<file path="src/rtl/mcycle_ctrl_pkg.sv">
// mcycle_ctrl_pkg: shared widths, ALU/RV encodings, states, instruction classes and decoder.
// Optional MCYCLE_CTRL_BRANCH_EN adds BEQ/BNE decoding.
package mcycle_ctrl_pkg;
  localparam int CPU_WIDTH = 32;
  localparam int ALU_OP_WIDTH = 4;
  localparam logic [ALU_OP_WIDTH-1:0] ALU_ADD = ALU_OP_WIDTH'(0);
  localparam logic [ALU_OP_WIDTH-1:0] ALU_SUB = ALU_OP_WIDTH'(1);
  localparam logic [6:0] OP_IMM    = 7'b0010011;
  localparam logic [6:0] OP_REG    = 7'b0110011;
  localparam logic [6:0] OP_LUI    = 7'b0110111;
  localparam logic [6:0] OP_AUIPC  = 7'b0010111;
  localparam logic [6:0] OP_JAL    = 7'b1101111;
  localparam logic [6:0] OP_JALR   = 7'b1100111;
  localparam logic [6:0] OP_BRANCH = 7'b1100011;
  localparam logic [2:0] F3_ADD = 3'b000;
  localparam logic [2:0] F3_BEQ = 3'b000;
  localparam logic [2:0] F3_BNE = 3'b001;
  localparam logic [6:0] F7_ADD = 7'b0000000;
  localparam logic [6:0] F7_SUB = 7'b0100000;
  typedef enum logic [1:0] {S_IDLE, S_EXEC, S_NPC, S_COMMIT} state_e;
  typedef enum logic [3:0] {C_ILL, C_ADDI, C_ADD, C_SUB, C_LUI, C_AUIPC, C_JAL, C_JALR, C_BEQ, C_BNE} cls_e;
  function automatic cls_e decode(input logic [31:0] i);
    logic [2:0] f3;
    logic [6:0] f7;
    f3 = i[14:12];
    f7 = i[31:25];
    case (i[6:0])
      OP_IMM:   return f3 == F3_ADD ? C_ADDI : C_ILL;
      OP_REG:   return f3 != F3_ADD ? C_ILL : f7 == F7_ADD ? C_ADD : f7 == F7_SUB ? C_SUB : C_ILL;
      OP_LUI:   return C_LUI;
      OP_AUIPC: return C_AUIPC;
      OP_JAL:   return C_JAL;
      OP_JALR:  return f3 == F3_ADD ? C_JALR : C_ILL;
`ifdef MCYCLE_CTRL_BRANCH_EN
      OP_BRANCH: return f3 == F3_BEQ ? C_BEQ : f3 == F3_BNE ? C_BNE : C_ILL;
`endif
      default:  return C_ILL;
    endcase
  endfunction
  function automatic logic writes_rd(input cls_e c);
    return !(c inside {C_ILL, C_BEQ, C_BNE});
  endfunction
endpackage

</file>
<file path="src/rtl/mcycle_ctrl_imm_gen.sv">
// mcycle_ctrl_imm_gen: I/U/J/B immediate extraction, sign-extended to CPU_WIDTH.
module mcycle_ctrl_imm_gen
  import mcycle_ctrl_pkg::*;
(
  input  logic [31:7]          inst_i,
  input  cls_e                 cls_i,
  output logic [CPU_WIDTH-1:0] imm_o
);
  logic [CPU_WIDTH-1:0] i_imm, u_imm, j_imm, b_imm;
  assign i_imm = CPU_WIDTH'($signed(inst_i[31:20]));
  assign u_imm = CPU_WIDTH'($signed({inst_i[31:12], 12'b0}));
  assign j_imm = CPU_WIDTH'($signed({inst_i[31], inst_i[19:12], inst_i[20], inst_i[30:21], 1'b0}));
  assign b_imm = CPU_WIDTH'($signed({inst_i[31], inst_i[7], inst_i[30:25], inst_i[11:8], 1'b0}));
  assign imm_o = cls_i inside {C_LUI, C_AUIPC} ? u_imm :
                 cls_i == C_JAL ? j_imm :
                 cls_i inside {C_BEQ, C_BNE} ? b_imm : i_imm;
endmodule

</file>
<file path="src/rtl/mcycle_ctrl.sv">
// mcycle_ctrl: 4-state multi-cycle execute sequencer driving an external combinational ALU.
// Define MCYCLE_CTRL_BRANCH_EN to build BEQ/BNE support.
module mcycle_ctrl
  import mcycle_ctrl_pkg::*;
(
  input  logic                    clk,
  input  logic                    rst,
  input  logic                    inst_valid,
  output logic                    inst_ready,
  input  logic [31:0]             inst,
  input  logic [CPU_WIDTH-1:0]    inst_pc,
  output logic [4:0]              rs1_addr,
  output logic [4:0]              rs2_addr,
  input  logic [CPU_WIDTH-1:0]    rs1_data,
  input  logic [CPU_WIDTH-1:0]    rs2_data,
  output logic [ALU_OP_WIDTH-1:0] alu_op,
  output logic [CPU_WIDTH-1:0]    alu_src1,
  output logic [CPU_WIDTH-1:0]    alu_src2,
  input  logic [CPU_WIDTH-1:0]    alu_res,
  input  logic                    zero,
  output logic                    rd_we,
  output logic [4:0]              rd_addr,
  output logic [CPU_WIDTH-1:0]    rd_wdata,
  output logic                    pc_we,
  output logic [CPU_WIDTH-1:0]    next_pc,
  output logic                    illegal
);
  state_e state_q, state_d;
  logic [31:0] inst_q, inst_d;
  logic [CPU_WIDTH-1:0] pc_q, pc_d, res_q, res_d, npc_q, npc_d, link_q, link_d, imm, src1, src2;
  logic [ALU_OP_WIDTH-1:0] op;
  logic taken, commit, jump;
  cls_e cls, cls_in;
  assign cls = decode(inst_q);
  assign cls_in = decode(inst);
  assign jump = cls inside {C_JAL, C_JALR};
  mcycle_ctrl_imm_gen u_imm (.inst_i(inst_q[31:7]), .cls_i(cls), .imm_o(imm));
`ifdef MCYCLE_CTRL_BRANCH_EN
  logic z_q;
  always_ff @(posedge clk)
    if (rst) z_q <= 1'b0;
    else if (state_q == S_EXEC) z_q <= zero;
  assign taken = (cls == C_BEQ && z_q) || (cls == C_BNE && !z_q);
`else
  logic unused_zero;
  assign unused_zero = zero;
  assign taken = 1'b0;
`endif
  always_comb begin
    state_d = state_q;
    inst_d = inst_q;
    pc_d = pc_q;
    res_d = res_q;
    npc_d = npc_q;
    link_d = link_q;
    op = ALU_ADD;
    src1 = '0;
    src2 = '0;
    case (state_q)
      S_IDLE: if (inst_valid) begin
        inst_d = inst;
        pc_d = inst_pc;
        state_d = cls_in == C_ILL ? S_COMMIT : S_EXEC;
      end
      S_EXEC: begin
        op = cls inside {C_SUB, C_BEQ, C_BNE} ? ALU_SUB : ALU_ADD;
        src1 = cls inside {C_ADDI, C_JALR, C_ADD, C_SUB, C_BEQ, C_BNE} ? rs1_data :
               cls == C_LUI ? '0 : pc_q;
        src2 = cls inside {C_ADD, C_SUB, C_BEQ, C_BNE} ? rs2_data : imm;
        res_d = alu_res;
        state_d = S_NPC;
      end
      S_NPC: begin
        src1 = pc_q;
        src2 = taken ? imm : CPU_WIDTH'(4);
        link_d = jump ? alu_res : link_q;
        npc_d = cls == C_JALR ? {res_q[CPU_WIDTH-1:1], 1'b0} : cls == C_JAL ? res_q : alu_res;
        state_d = S_COMMIT;
      end
      default: state_d = S_IDLE;
    endcase
  end
  always_ff @(posedge clk)
    if (rst) begin
      state_q <= S_IDLE;
      inst_q <= '0;
      pc_q <= '0;
      res_q <= '0;
      npc_q <= '0;
      link_q <= '0;
    end else begin
      state_q <= state_d;
      inst_q <= inst_d;
      pc_q <= pc_d;
      res_q <= res_d;
      npc_q <= npc_d;
      link_q <= link_d;
    end
  // Every output is forced quiet while rst is high, whatever state is being abandoned.
  assign commit = state_q == S_COMMIT && !rst;
  assign inst_ready = state_q == S_IDLE && !rst;
  assign rs1_addr = rst ? '0 : inst_q[19:15];
  assign rs2_addr = rst ? '0 : inst_q[24:20];
  assign alu_op = rst ? ALU_ADD : op;
  assign alu_src1 = rst ? '0 : src1;
  assign alu_src2 = rst ? '0 : src2;
  assign rd_we = commit && writes_rd(cls) && inst_q[11:7] != 5'd0;
  assign rd_addr = commit ? inst_q[11:7] : '0;
  assign rd_wdata = !commit ? '0 : jump ? link_q : res_q;
  assign pc_we = commit && cls != C_ILL;
  assign next_pc = commit ? npc_q : '0;
  assign illegal = commit && cls == C_ILL;
endmodule

</file>
<file path="config.mk">
export PLATFORM = sky130hd
export DESIGN_NAME = mcycle_ctrl
export DESIGN_NICKNAME = d
export VERILOG_FILES = /design/src/rtl/mcycle_ctrl_pkg.sv /design/src/rtl/mcycle_ctrl_imm_gen.sv /design/src/rtl/mcycle_ctrl.sv
export SDC_FILE = /design/constraint.sdc
export NUM_CORES = 1
export LEC_CHECK = 0
export CAP_MARGIN = 20
export CORE_ASPECT_RATIO = 0.75
export CORE_MARGIN = 2
export CORE_UTILIZATION = 44
export DETAILED_ROUTE_END_ITERATION = 10
export PLACE_DENSITY = 0.85
export SYNTH_ARGS = -nofsm -noshare
export SYNTH_HDL_FRONTEND = slang
export SYNTH_SLANG_ARGS = --single-unit
</file>
<file path="constraint.sdc">
create_clock -name clk -period 2 [get_ports clk]
set_input_delay 0.2 -clock clk [delete_from_list [all_inputs] [get_ports clk]]
set_output_delay 0.2 -clock clk [all_outputs]
set_load 0.05 [all_outputs]
</file>
== Yosys cells after proc, flatten, opt, wreduce, memory -nomap -nowiden ==
Cells that the tools add are included.
W data, S select, Z words.
Cells by class
  $add $sub $neg: 0
  multipliers: 0
  div/mod/pow operators: 0
  magnitude comparators: 0
  eq/ne operators: 27
  shift-type cells: 0
  multiplexer cells: 36
  bitwise logic cells: 0
  reduce and logical (&&, ||, !) cells: 28
Operators by type and width (number)
  $mux W32: 10
  $pmux W32 S2: 2
  $eq A7 B6 Y1 const B: 6
  $pmux W3 S6: 2
  $mux W31: 1
  $eq A7 B5 Y1 const B: 4
  $eq A7 B7 Y1 const B: 4
  $mux W20: 1
  $mux W2: 8
  $mux W5: 3
  $logic_not A7 Y1: 2
  $mux W12: 1
  $reduce_bool A3 Y1: 4
  $eq A3 B4 Y1 const B: 2
  $eq A4 B2 Y1 const B: 2
  $eq A4 B3 Y1 const B: 2
  $logic_not A4 Y1: 2
  $reduce_bool A4 Y1: 2
  $eq A3 B3 Y1 const B: 2
  $logic_and A1 B1 Y1: 6
  $logic_not A3 Y1: 2
  $mux W3: 2
  $pmux W2 S3: 1
  $reduce_bool A2 Y1: 3
  11 further kinds: 17
Storage, ports and cells
  register bits after elaboration: 162
  bits in latches: 0
  bits in writable memories: 0
  memory bits (read-only): 0
  bits of input ports: 164
  output and inout bits: 151
  logic and storage cells: 97
  memories kept: 0

== Logic depth before layout (Yosys ltp) ==
Gate-level depths: netlist of run 1.
  depth in word-level cells: 13
  depth in mapped cells: 8
  mapped depth without buffers: 7

== Modules after synthesis ==
From an unflattened synthesis of run 1, not the netlist that was laid out.
Unflattened totals
  cell total of the unflattened synthesis: 1329
  area, all modules: 9008.6 sq um
By module, submodules not included
  mcycle_ctrl: times used 1, cells each 1256, area each 8568.2 sq um, sequential area each 3243.1 sq um
  mcycle_ctrl_imm_gen: times used 1, cells each 73, area each 440.4 sq um, sequential area each 0.0 sq um

== Worst setup path before layout of run 1 ==
Ideal clock, no wire load.
  path kind: reg2out
  from: register inst_q[12]
  to: output alu_op[0]
  data arrival time: 2.557 ns
  data required time: 1.800 ns
  setup slack: -0.757 ns
  stages on the path, launching flop included: 4
  path buffers: 0
  path through: dfxtp_1 -> or3_4 -> nor4b_1 -> nor4bb_1
On the way
  word-level cells in the longest chain between the ends: 8
  elaborated cells on any way between the ends: 13
  classes of those cells: eq/ne (3); mux (7); reduce/logical (3)
Ends and longest elaborated chain
  start: declaration: RTL line mcycle_ctrl.sv:29  | logic [31:0] inst_q, inst_d;
  start signal: assignment: RTL line mcycle_ctrl.sv:93  | inst_q <= inst_d;
  $logic_not A3 Y1 or $reduce_bool A3 Y1 (tied branches): RTL line mcycle_ctrl_pkg.sv:28, mcycle_ctrl_pkg.sv:33, mcycle_ctrl_pkg.sv:29
  $mux W3 (tied with other cells): RTL line mcycle_ctrl_pkg.sv:33  | OP_JALR: return f3 == F3_ADD ? C_JALR : C_ILL;
  $pmux W3 S6 *: RTL line mcycle_ctrl_pkg.sv:27  | case (i[6:0])
  $eq A4 B2 Y1 or $eq A3 B4 Y1 (tied branches)
  $reduce_bool A3 Y1 *: RTL line mcycle_ctrl.sv:66  | op = cls inside {C_SUB, C_BEQ, C_BNE} ? ALU_SUB : ALU_ADD;
  $mux W1 *: RTL line mcycle_ctrl.sv:66
  $mux W1 *: RTL line mcycle_ctrl.sv:59  | case (state_q)
  $mux W4 *: RTL line mcycle_ctrl.sv:104  | assign alu_op = rst ? ALU_ADD : op;
  end: declaration: RTL line mcycle_ctrl.sv:16  | output logic [ALU_OP_WIDTH-1:0] alu_op,
Every way passes the cells marked *; elsewhere a longest branch is shown, timed or not.

== Worst setup path after layout of run 1 ==
  from: register inst_q[13]
  to: output alu_src2[11]
On the way
  word-level cells in the longest chain between the ends: 11
  elaborated cells on any way between the ends: 22
  classes of those cells: eq/ne (7); mux (10); reduce/logical (5)
Ends and longest elaborated chain
  $logic_not A3 Y1 or $reduce_bool A3 Y1 (tied branches): RTL line mcycle_ctrl_pkg.sv:28, mcycle_ctrl_pkg.sv:33, mcycle_ctrl_pkg.sv:29
  $mux W3 (tied with other cells): RTL line mcycle_ctrl_pkg.sv:33
  $pmux W3 S6 *: RTL line mcycle_ctrl_pkg.sv:27
  $eq A3 B4 Y1: RTL line mcycle_ctrl_imm_gen.sv:16  | cls_i inside {C_BEQ, C_BNE} ? b_imm : i_imm;
  $reduce_bool A2 Y1: RTL line mcycle_ctrl_imm_gen.sv:16
  $mux W12: RTL line mcycle_ctrl_imm_gen.sv:16
  $mux W20: RTL line mcycle_ctrl_imm_gen.sv:15  | cls_i == C_JAL ? j_imm :
  $mux W31: RTL line mcycle_ctrl_imm_gen.sv:14  | assign imm_o = cls_i inside {C_LUI, C_AUIPC} ? u_imm :
  $mux W32 *: RTL line mcycle_ctrl.sv:69  | src2 = cls inside {C_ADD, C_SUB, C_BEQ, C_BNE} ? rs2_data : imm;
  $pmux W32 S2 *: RTL line mcycle_ctrl.sv:59
  $mux W32 *: RTL line mcycle_ctrl.sv:106  | assign alu_src2 = rst ? '0 : src2;
  end: declaration: RTL line mcycle_ctrl.sv:18  | output logic [CPU_WIDTH-1:0] alu_src2,
Marked as above.

==> results of run 1 <==
routing by layer:
layer / vias to the layer above / share of wire, % / track usage (%)
met1: 5147 / 33 / 41.7
met3: 326 / 12 / 10.0
met4: 2 / 8.3 / 14.4
met2: 1000 / 47 / 63.0
li1: 4338 / - / -
met5: - / 0.028 / 0
flip-flops by register name (all words and copies together), names as in the netlist:
register,flops
res_q,32
state_q,2
inst_q,32
npc_q,32
link_q,32
pc_q,32
logic make-up after synthesis:
group / count (synthesis)
compound gates: 249
flops: 162
mux: 34
other cells: 1
fa+ha+maj: 4
simple gates: 513
buf+inv: 97
cell usage after synthesis (all sizes together), types with 11 or more instances:
cell type	n
a21oi	144
a221oi	11
a22o	32
a22oi	15
a311oi	32
and2	41
buf	32
clkbuf	60
dfxtp	162
mux2i	33
nand2	329
nor2	98
nor2b	12
power groups by stage:
stage	clock network, uW	registers, uW	logic [uW]
6_report	3430	4390	5230
5_1_grt	3540	4420	5410
4_1_cts	3360	4240	4640
3_5_place_dp	0	4280	4320
3_3_place_gp	0	4240	4160
2_1_floorplan	0	4180	2770
worst register-to-register path: stages (launching register included):
cell,delay [ps]
dfxtp_2,320
or3_4,390
buf_6,140
a211oi_4,260
buf_6,170
clkbuf_16,160
buf_6,100
buf_8,90
and2_4,240
buf_12,140
buf_16,130
nand2_1,70
a21oi_1,180
cell usage in the layout (no fill, tap or decap), drive strengths merged, types with 4 or more instances in the layout:
cell,n
nand2,329
buf,258
dfxtp,162
clkdlybuf4s50,161
a21oi,144
nor2,98
and2,41
mux2i,33
a22o,32
a311oi,32
clkbuf,29
a22oi,15
inv,13
nor2b,12
a221oi,11
nand3b,9
o21ai,6
ha,4
area by class of cell:
| cell class | instances | area, sq um |
|---|---|---|
| antenna | 3 | 7.51 |
| clock buffer | 17 | 425 |
| clock inverter | 14 | 168 |
| fill | 590 | 1420 |
| inverter | 5 | 18.8 |
| multi-input combinational | 803 | 5990 |
| sequential | 162 | 3250 |
| tap | 242 | 303 |
| timing repair buffer | 431 | 6170 |
repair_timing:
action	in CTS	in global routing
gates cloned	17	10
pin swaps	52	109
buffers inserted	19	33
setup endpoints to repair	187	200
resized for setup	99	192
through the flow:
step / TNS, ps / hold WS (ps)
floorplan: -3540 / 336
global placement: -9570 / 441
detailed placement: -15390 / 447
CTS: -75320 / 303
global route: -94860 / 310
finish: -88700 / 296
worst paths after layout:
path / startpoint / endpoint / slack (ps) / cells after the start
min: inst_pc[31] / pc_q[31]$_SDFFE_PP0P_ / 300 / 3
min reg2reg: inst_q[9]$_SDFFE_PP0P_ / inst_q[9]$_SDFFE_PP0P_ / 470 / 2
max: inst_q[13]$_SDFFE_PP0P_ / alu_src2[11] / -880 / 8
max reg2reg: inst_q[13]$_SDFFE_PP0P_ / link_q[19]$_SDFFE_PP0P_ / -490 / 12
==> qor.csv, run 1 <==
metric,value,unit
run status,finished with violations,
Area contributors post-synth,"dfxtp_1 (40%), nand2_1 (15%), a21oi_1 (9.0%)",
post-layout util,92.0,%
1st-iter DRT viols,1334,
GRT overflow,0,
number of synthesized flops with an enable pin,0,
Switching Share,40.1,%
detailed placement HPWL,21600,microns
first-pass GRT wire length,54200,microns
TritonCTS Buffers,17,
CTS Hold Buffers Added,0,
Comb pwr share,40.1,%
DRC viols,0,
CTS tree,built,
highest net fanout along the worst path,7,
"Req. time, crit path",1800,ps
post-synth top area cell,dfxtp_1,
Final setup viols,197,
top cell type's share of synthesized area,40.4,%
Initial Utilization,45.2,%
Main synth FF type,dfxtp_1,
Antenna Nets Post-Route,0,
fmax,347,MHz
Sink Count,162,
main combinational cell family by area after synthesis,simple AND/OR/NAND/NOR gates,
GP Congestion,0.863,
fin crit period,2880,ps
crit path capture type,primary output,
Max Buffers Root-to-Sink,2,
Power Density,799,nW/um^2
final hold violations,0,
port buffer count,310,
cell row count,42,
antenna violations before repair,2,
post-synthesis xor/xnor area fraction,0,%
wire per inst,27.7,microns
worst hold path class,input pin to register,
Slew Limit Fails,0,
Die X,160,microns
critical path's top delay family,simple AND/OR/NAND/NOR gates,
Cell variety after synth,48,
die height,121,microns
total number of vias,10800,
Setup CP Type,register to primary output,
Placeable Area,17800,sq um
placed insts,1580,
layout cells sized above 1,42.8,%
design area,16300,sq um
Critical Path AT,2680,ps
Simple-Gate Fraction of Synth Area,27.2,%
clock power share,26.3,%
Reg power frac,33.6,%
Total GRT Usage,35.9,%
Syn Inst Count,1060,
Nets,1588,
Post-Syn Area,8030,sq um
Max-Cap Viols,0,
Max Clock Skew,18.5,ps
Worst Tran Pin Value,792,ps
sequential area share after synthesis,40.4,%
final worst-path cycle share,144,%
P_sw,5230,uW
Crit path largest cell delay,390,ps
post-synthesis mux area share,4.26,%
Via-to-Cell Ratio,6.45,
Synth Area in Adders,0.624,%
Clk Tree Root Cell,clkbuf_16,
IO Count,315,
"Reg clk slew, reported paths",70,ps
Worst Path Buf+Inv,4,
Worst Slack Setup Final,-878,ps
total routed wirelength,46400,microns
Worst-Skew Late Latency,460,ps
DRT Pass-1 Iters,6,
vias in the first global route,9780,
worst path cell trace,or3_4 > buf_6 > nor4b_4 > buf_6 > buf_12 > a22oi_2 > nor2_2 > buf_12,
Leak Pwr,0.00631,uW
Layout Cells excl Fill,1677,
slowest CP cell,or3_4,
synthesized flop and latch total,162,
DIE AREA,19300,sq um
Yosys warnings,0,
Int Power,7820,uW
Max-slew headroom,46.8,%
H-tree levels,4,
maximum VDD drop,0.501,mV
Worst Setup Start Kind,register,
RSZ-0062 raised after global routing,yes,
Place WS,-241,ps
Avg Inst Size Synth,7.57,sq um
area grow syn2layout,104,%
Tot Pwr,13100,uW
largest net degree at the start of global routing,133,
async set or reset register ratio after synthesis,0,%
Post-DP Area,13800,sq um
failing checks,setup timing,
Synth Area in Compound Gates,22.0,%
Power figures use the tool's default switching activity.
==> run 2, diff against run 1 <==
--- a/config.mk
+++ b/config.mk
@@ -8,9 +8,10 @@
 export CAP_MARGIN = 20
 export CORE_ASPECT_RATIO = 0.75
 export CORE_MARGIN = 2
-export CORE_UTILIZATION = 44
+export CORE_UTILIZATION = 38
 export DETAILED_ROUTE_END_ITERATION = 10
-export PLACE_DENSITY = 0.85
+export MAX_ROUTING_LAYER = met4
+export PLACE_DENSITY = 0.75
 export SYNTH_ARGS = -nofsm -noshare
 export SYNTH_HDL_FRONTEND = slang
 export SYNTH_SLANG_ARGS = --single-unit
==> run 2 against run 1 <==
- the run still ends with setup timing left
- power down 6.5%
- worst hold slack worse by 1.9 ps
- first-iteration DRC count down 52%
- largest power group unchanged
- via count down 15%
==> qor.csv, run 2 (synthesized netlist as in run 1, its figures left out) <==
metric,value,unit
Clk Tree Root Cell,clkbuf_16,
Leak Pwr,0.00563,uW
Max Clock Skew,14.6,ps
"commonest non-fill, non-tap cell in the layout",nand2_1,
cell row count,46,
Comb pwr share,38.3,%
Critical Path AT,2430,ps
total routed wirelength,33600,microns
DRT Pass-1 Iters,5,
Slew Limit Fails,0,
crit path capture type,primary output,
maximum VDD drop,0.647,mV
Via-to-Cell Ratio,5.34,
Nets,1576,
Die X,172,microns
1st-iter DRT viols,636,
Initial Utilization,38.3,%
port buffer count,310,
layout cells sized above 1,36.3,%
r2r setup slk,-410,ps
Total GRT Usage,30.1,%
Hold Crit Endpoint,inst_q[3]$_SDFFE_PP0P_,
Setup CP Type,register to primary output,
IO Count,315,
Max Buffers Root-to-Sink,2,
RSZ-0062 raised after global routing,yes,
run status,finished with violations,
layout filler cell count,1427,
CTS Hold Buffers Added,0,
final hold violations,0,
DIE AREA,22300,sq um
wire per inst,19.6,microns
"Reg clk slew, reported paths",70,ps
detailed placement HPWL,20900,microns
P_sw,4570,uW
HP Start,rst,
Switching Share,37.5,%
failing checks,setup timing,
Reg power frac,35.0,%
Worst Setup Start Kind,register,
fmax,381,MHz
placed insts,1632,
TritonCTS Buffers,17,
CTS tree,built,
die height,130,microns
hold path depth,3,
DRC viols,0,
"commonest cells after routing, fill and taps aside","nand2_1 (305), clkdlybuf4s50_1 (161), dfxtp_1 (158), buf_12 (142), a21oi_1 (87)",
Place WS,-184,ps
Worst Tran Pin Value,1100,ps
largest net degree at the start of global routing,89,
"Req. time, crit path",1800,ps
Final setup viols,196,
Power Density,786,nW/um^2
total number of vias,9141,
Antenna Nets Post-Route,0,
clock power share,26.7,%
Worst Slack Setup Final,-628,ps
final worst-path cycle share,131,%
Max-Cap Viols,0,
vias in the first global route,9047,
highest net fanout along the worst path,8,
antenna violations before repair,2,
first-pass GRT wire length,50100,microns
Int Power,7630,uW
Worst-Skew Late Latency,440,ps
H-tree levels,4,
Layout Cells excl Fill,1712,
GRT overflow,0,
area grow syn2layout,93.4,%
fin crit period,2630,ps
GP Congestion,0.827,
Critical R2R Capture,link_q[3]$_SDFFE_PP0P_,
reg2reg start,inst_q[12]$_SDFFE_PP0P_,
worst hold path class,input pin to register,
Placeable Area,21000,sq um
reg2reg path depth,12,
Sink Count,162,
Max-slew headroom,26.5,%
==> run 2: cell count changes in the layout (fill, tap and decap cells not counted), moves of 10 or more <==
cell | before | now
a21oi_1 | 74 | 87
a21oi_2 | 31 | 21
a221oi_1 | 0 | 11
a221oi_2 | 11 | 0
buf_12 | 156 | 142
buf_4 | 58 | 68
nand2_1 | 259 | 305
nand2_2 | 35 | 23
nand2_4 | 34 | 0
==> run 2: area by class of cell <==
class	count	area, sq um	share of cell area, %
diodes	3	7.51	0.0484
well taps	288	360	2.32
inverters	5	18.8	0.121
flip-flops and latches	162	3250	20.9
clock inverters	14	141	0.911
repair buffers	419	5820	37.5
multi-input cells	803	5500	35.4
clock buffers	18	429	2.76
==> run 2: worst max path at each step <==
stage | start | endpoint | slack (ps) | cells past startpoint
after CTS | inst_q[12]$_SDFFE_PP0P_ | alu_src1[31] | -600 | 8
after global placement | inst_q[12]$_SDFFE_PP0P_ | rd_wdata[0] | -170 | 7
after global routing | inst_q[4]$_SDFFE_PP0P_ | alu_src2[22] | -710 | 8
after floorplan | inst_q[12]$_SDFFE_PP0P_ | alu_src2[21] | -220 | 5
after detailed placement | inst_q[12]$_SDFFE_PP0P_ | link_q[20]$_SDFFE_PP0P_ | -180 | 8
final | inst_q[12]$_SDFFE_PP0P_ | alu_src2[16] | -630 | 8
==> run 2: per-stage QoR <==
step           hold slack [ps]  cell area [sq um]  setup TNS [ps]  total power [uW]  utilization [%]
6_report                   294              15500          -75330             12200             74.1
2_1_floorplan              336               8810           -3540              6950                -
3_3_place_gp               442              13700          -15180              8530             65.6
4_1_cts                    279              15300          -70410             12200             73.0
3_5_place_dp               448              13700          -16630              8650             65.6
5_1_grt                    294              15500          -89870             12800             74.1
==> run 2: power by group through the flow <==
stage,registers [uW],clock network (uW),logic (uW)
global route,4330,3450,5020
global placement,4250,0,4270
detailed placement,4270,0,4380
CTS,4240,3320,4620
floorplan,4180,0,2770
finish,4270,3260,4670
==> run 2: worst max-delay path: stages, from the launching register on <==
cell and delay [ps]:
dfxtp_1 310, or3_4 390, buf_4 170, nor4b_4 230
buf_6 170, bufbuf_16 260, a22oi_1 110, a21oi_2 170
buf_6 180
==> run 2: what timing repair did <==
item	CTS	global route
setup endpoints to repair	180	196
cloned	15	4
setup buffers	21	6
pin swaps	30	9
resized for setup	107	34
==> run 2: per-layer routing <==
layer / vias up / wire, microns / global-route usage, %
met4: 0 / 789 / 11.2
met3: 58 / 3020 / 8.92
met1: 4364 / 13500 / 35.2
li1: 4291 / - / -
met2: 428 / 16300 / 49.2
met5: - / 0 / -
==> run 3, diff against run 2 <==
--- a/config.mk
+++ b/config.mk
@@ -5,13 +5,13 @@
 export SDC_FILE = /design/constraint.sdc
 export NUM_CORES = 1
 export LEC_CHECK = 0
-export CAP_MARGIN = 20
+export CAP_MARGIN = 40
 export CORE_ASPECT_RATIO = 0.75
 export CORE_MARGIN = 2
 export CORE_UTILIZATION = 38
 export DETAILED_ROUTE_END_ITERATION = 10
 export MAX_ROUTING_LAYER = met4
-export PLACE_DENSITY = 0.75
+export PLACE_DENSITY = 0.78
 export SYNTH_ARGS = -nofsm -noshare
 export SYNTH_HDL_FRONTEND = slang
 export SYNTH_SLANG_ARGS = --single-unit
==> constraint.sdc (replaced) <==
create_clock -name clk -period 2.1 [get_ports clk]
set_input_delay 0.21 -clock clk [delete_from_list [all_inputs] [get_ports clk]]
set_output_delay 0.21 -clock clk [all_outputs]
set_load 0.05 [all_outputs]
==> run 3 against run 2 <==
- the run still ends with setup timing left
- worst hold slack worse by 14 ps
- global-route usage down 0.73 points
- sequential power is 4.7% lower
- first-iteration DRC count grew 7.7%
- sequential share of layout area down 0.34 points
- largest cell class unchanged
- largest power group unchanged
==> qor.csv, run 3 (synthesized netlist as in run 1, its figures left out) <==
metric,value,unit
H-tree levels,4,
Reg power frac,35.2,%
"commonest non-fill, non-tap cell in the layout",nand2_1,
GP Congestion,0.828,
CTS Hold Buffers Added,0,
Worst Tran Pin Value,886,ps
Max Buffers Root-to-Sink,2,
layout filler cell count,1422,
fmax,376,MHz
run status,finished with violations,
clock power share,26.8,%
Switching Share,38.3,%
met1 Track Usage GR,34.5,%
Initial Utilization,38.3,%
total number of vias,9193,
Place WS,-128,ps
"Reg clk slew, reported paths",70,ps
failing checks,setup timing,
Total GRT Usage,29.3,%
Worst-Skew Late Latency,420,ps
cell row count,46,
Placeable Area,21000,sq um
maximum VDD drop,0.485,mV
design area,15800,sq um
r2r setup slk,-340,ps
Die X,172,microns
1st-iter DRT viols,685,
DRT Pass-1 Iters,5,
DIE AREA,22300,sq um
first-pass GRT wire length,49100,microns
wire per inst,19.8,microns
final worst-path cycle share,127,%
"Req. time, crit path",1890,ps
worst hold path class,input pin to register,
Comb pwr share,38.0,%
Max-slew headroom,40.9,%
Slew Limit Fails,0,
Worst Slack Setup Final,-558,ps
RSZ-0062 raised after global routing,yes,
layout cells sized above 1,38.6,%
port buffer count,310,
crit path capture type,primary output,
busiest layer in global routing,met2,
TritonCTS Buffers,17,
area grow syn2layout,96.7,%
GRT overflow,0,
Leak Pwr,0.00578,uW
vias in the first global route,9077,
IO Count,315,
DRC viols,0,
Setup CP Type,register to primary output,
antenna violations before repair,1,
Clk Tree Root Cell,clkbuf_16,
Int Power,7130,uW
Antenna Nets Post-Route,0,
Final setup viols,143,
Power Density,732,nW/um^2
die height,130,microns
final hold violations,0,
Critical Path AT,2450,ps
detailed placement HPWL,21000,microns
Post-Route Setup TNS,-60610,ps
met2 Use GR,50.3,%
Via-to-Cell Ratio,5.37,
Post-DP Area,13900,sq um
fin crit period,2660,ps
highest net fanout along the worst path,8,
Nets,1579,
Max Clock Skew,11.4,ps
Worst Setup Start Kind,register,
M3 GR Usage,7.34,%
Max-Cap Viols,0,
Sink Count,162,
P_sw,4430,uW
largest net degree at the start of global routing,75,
"commonest cells after routing, fill and taps aside","nand2_1 (284), clkdlybuf4s50_1 (161), dfxtp_1 (156), buf_12 (151), nor2_1 (82)",
total routed wirelength,33900,microns
CTS tree,built,
Tot Pwr,11600,uW
run 3: cell count changes in the layout (fill, tap and decap cells not counted), moves of 9 or more:
cell and change:
nand2_1 -21, nand2_2 +14, and2_1 +11, buf_6 -15
and2_4 -12, a21oi_2 +9, a21oi_1 -9, nor2_2 -11
buf_4 +9, buf_12 +9
run 3: power by group through the flow:
| stage | clock, uW | combinational [uW] | sequential (uW) |
|---|---|---|---|
| 2_1_floorplan | 0 | 2630 | 3980 |
| 3_3_place_gp | 0 | 3980 | 4050 |
| 3_5_place_dp | 0 | 4100 | 4070 |
| 4_1_cts | 3130 | 4220 | 4020 |
| 5_1_grt | 3270 | 4730 | 4120 |
| 6_report | 3100 | 4400 | 4070 |
run 3: worst max-delay path: stages (launching register included):
cell	delay, ps
dfxtp_2	320
or3_4	400
buf_4	160
a211oi_4	300
buf_6	210
buf_12	170
nand2_2	80
a21oi_4	210
buf_12	160
run 3: layout make-up:
cell class              count  area, sq um  area share [%]
clock inverters            15          163            1.03
inverters                   5         18.8           0.119
flip-flops and latches    162         3250            20.6
diodes                      1         2.50          0.0158
clock buffers              17          425            2.69
well taps                 288          360            2.28
multi-input cells         803         5690            36.0
repair buffers            422         5880            37.2
run 3: through the flow:
stage / util [%] / hold slack [ps] / std cells
floorplan: - / 346 / 1062
global placement: 66.4 / 441 / 1641
detailed placement: 66.5 / 448 / 1642
CTS: 72.6 / 261 / 1706
global route: 75.4 / 285 / 1713
finish: 75.4 / 280 / 1713
run 3: per-layer routing:
layer	vias to the layer above	wire length, microns	part of all wire, %
li1	4304	-	-
met1	4437	13700	40
met2	382	16600	49
met3	70	2700	8.0
met4	0	873	2.6
met5	-	0	0
run 3: final timing paths:
| kind | end | cells after the start | from |
|---|---|---|---|
| setup / recovery | rd_wdata[26] | 8 | inst_q[12]$_SDFFE_PP0P_ |
| hold / removal | inst_q[0]$_SDFFE_PP0P_ | 3 | rst |
| setup reg to reg | link_q[13]$_SDFFE_PP0P_ | 12 | inst_q[12]$_SDFFE_PP0P_ |
| hold reg to reg | pc_q[0]$_SDFFE_PP0P_ | 2 | pc_q[0]$_SDFFE_PP0P_ |
run 3: repair_timing:
action,4_1_cts,5_1_grt
pin swaps,29,53
buffers inserted,21,9
setup endpoints to repair,169,200
cloned,12,6
gates resized for setup,53,138
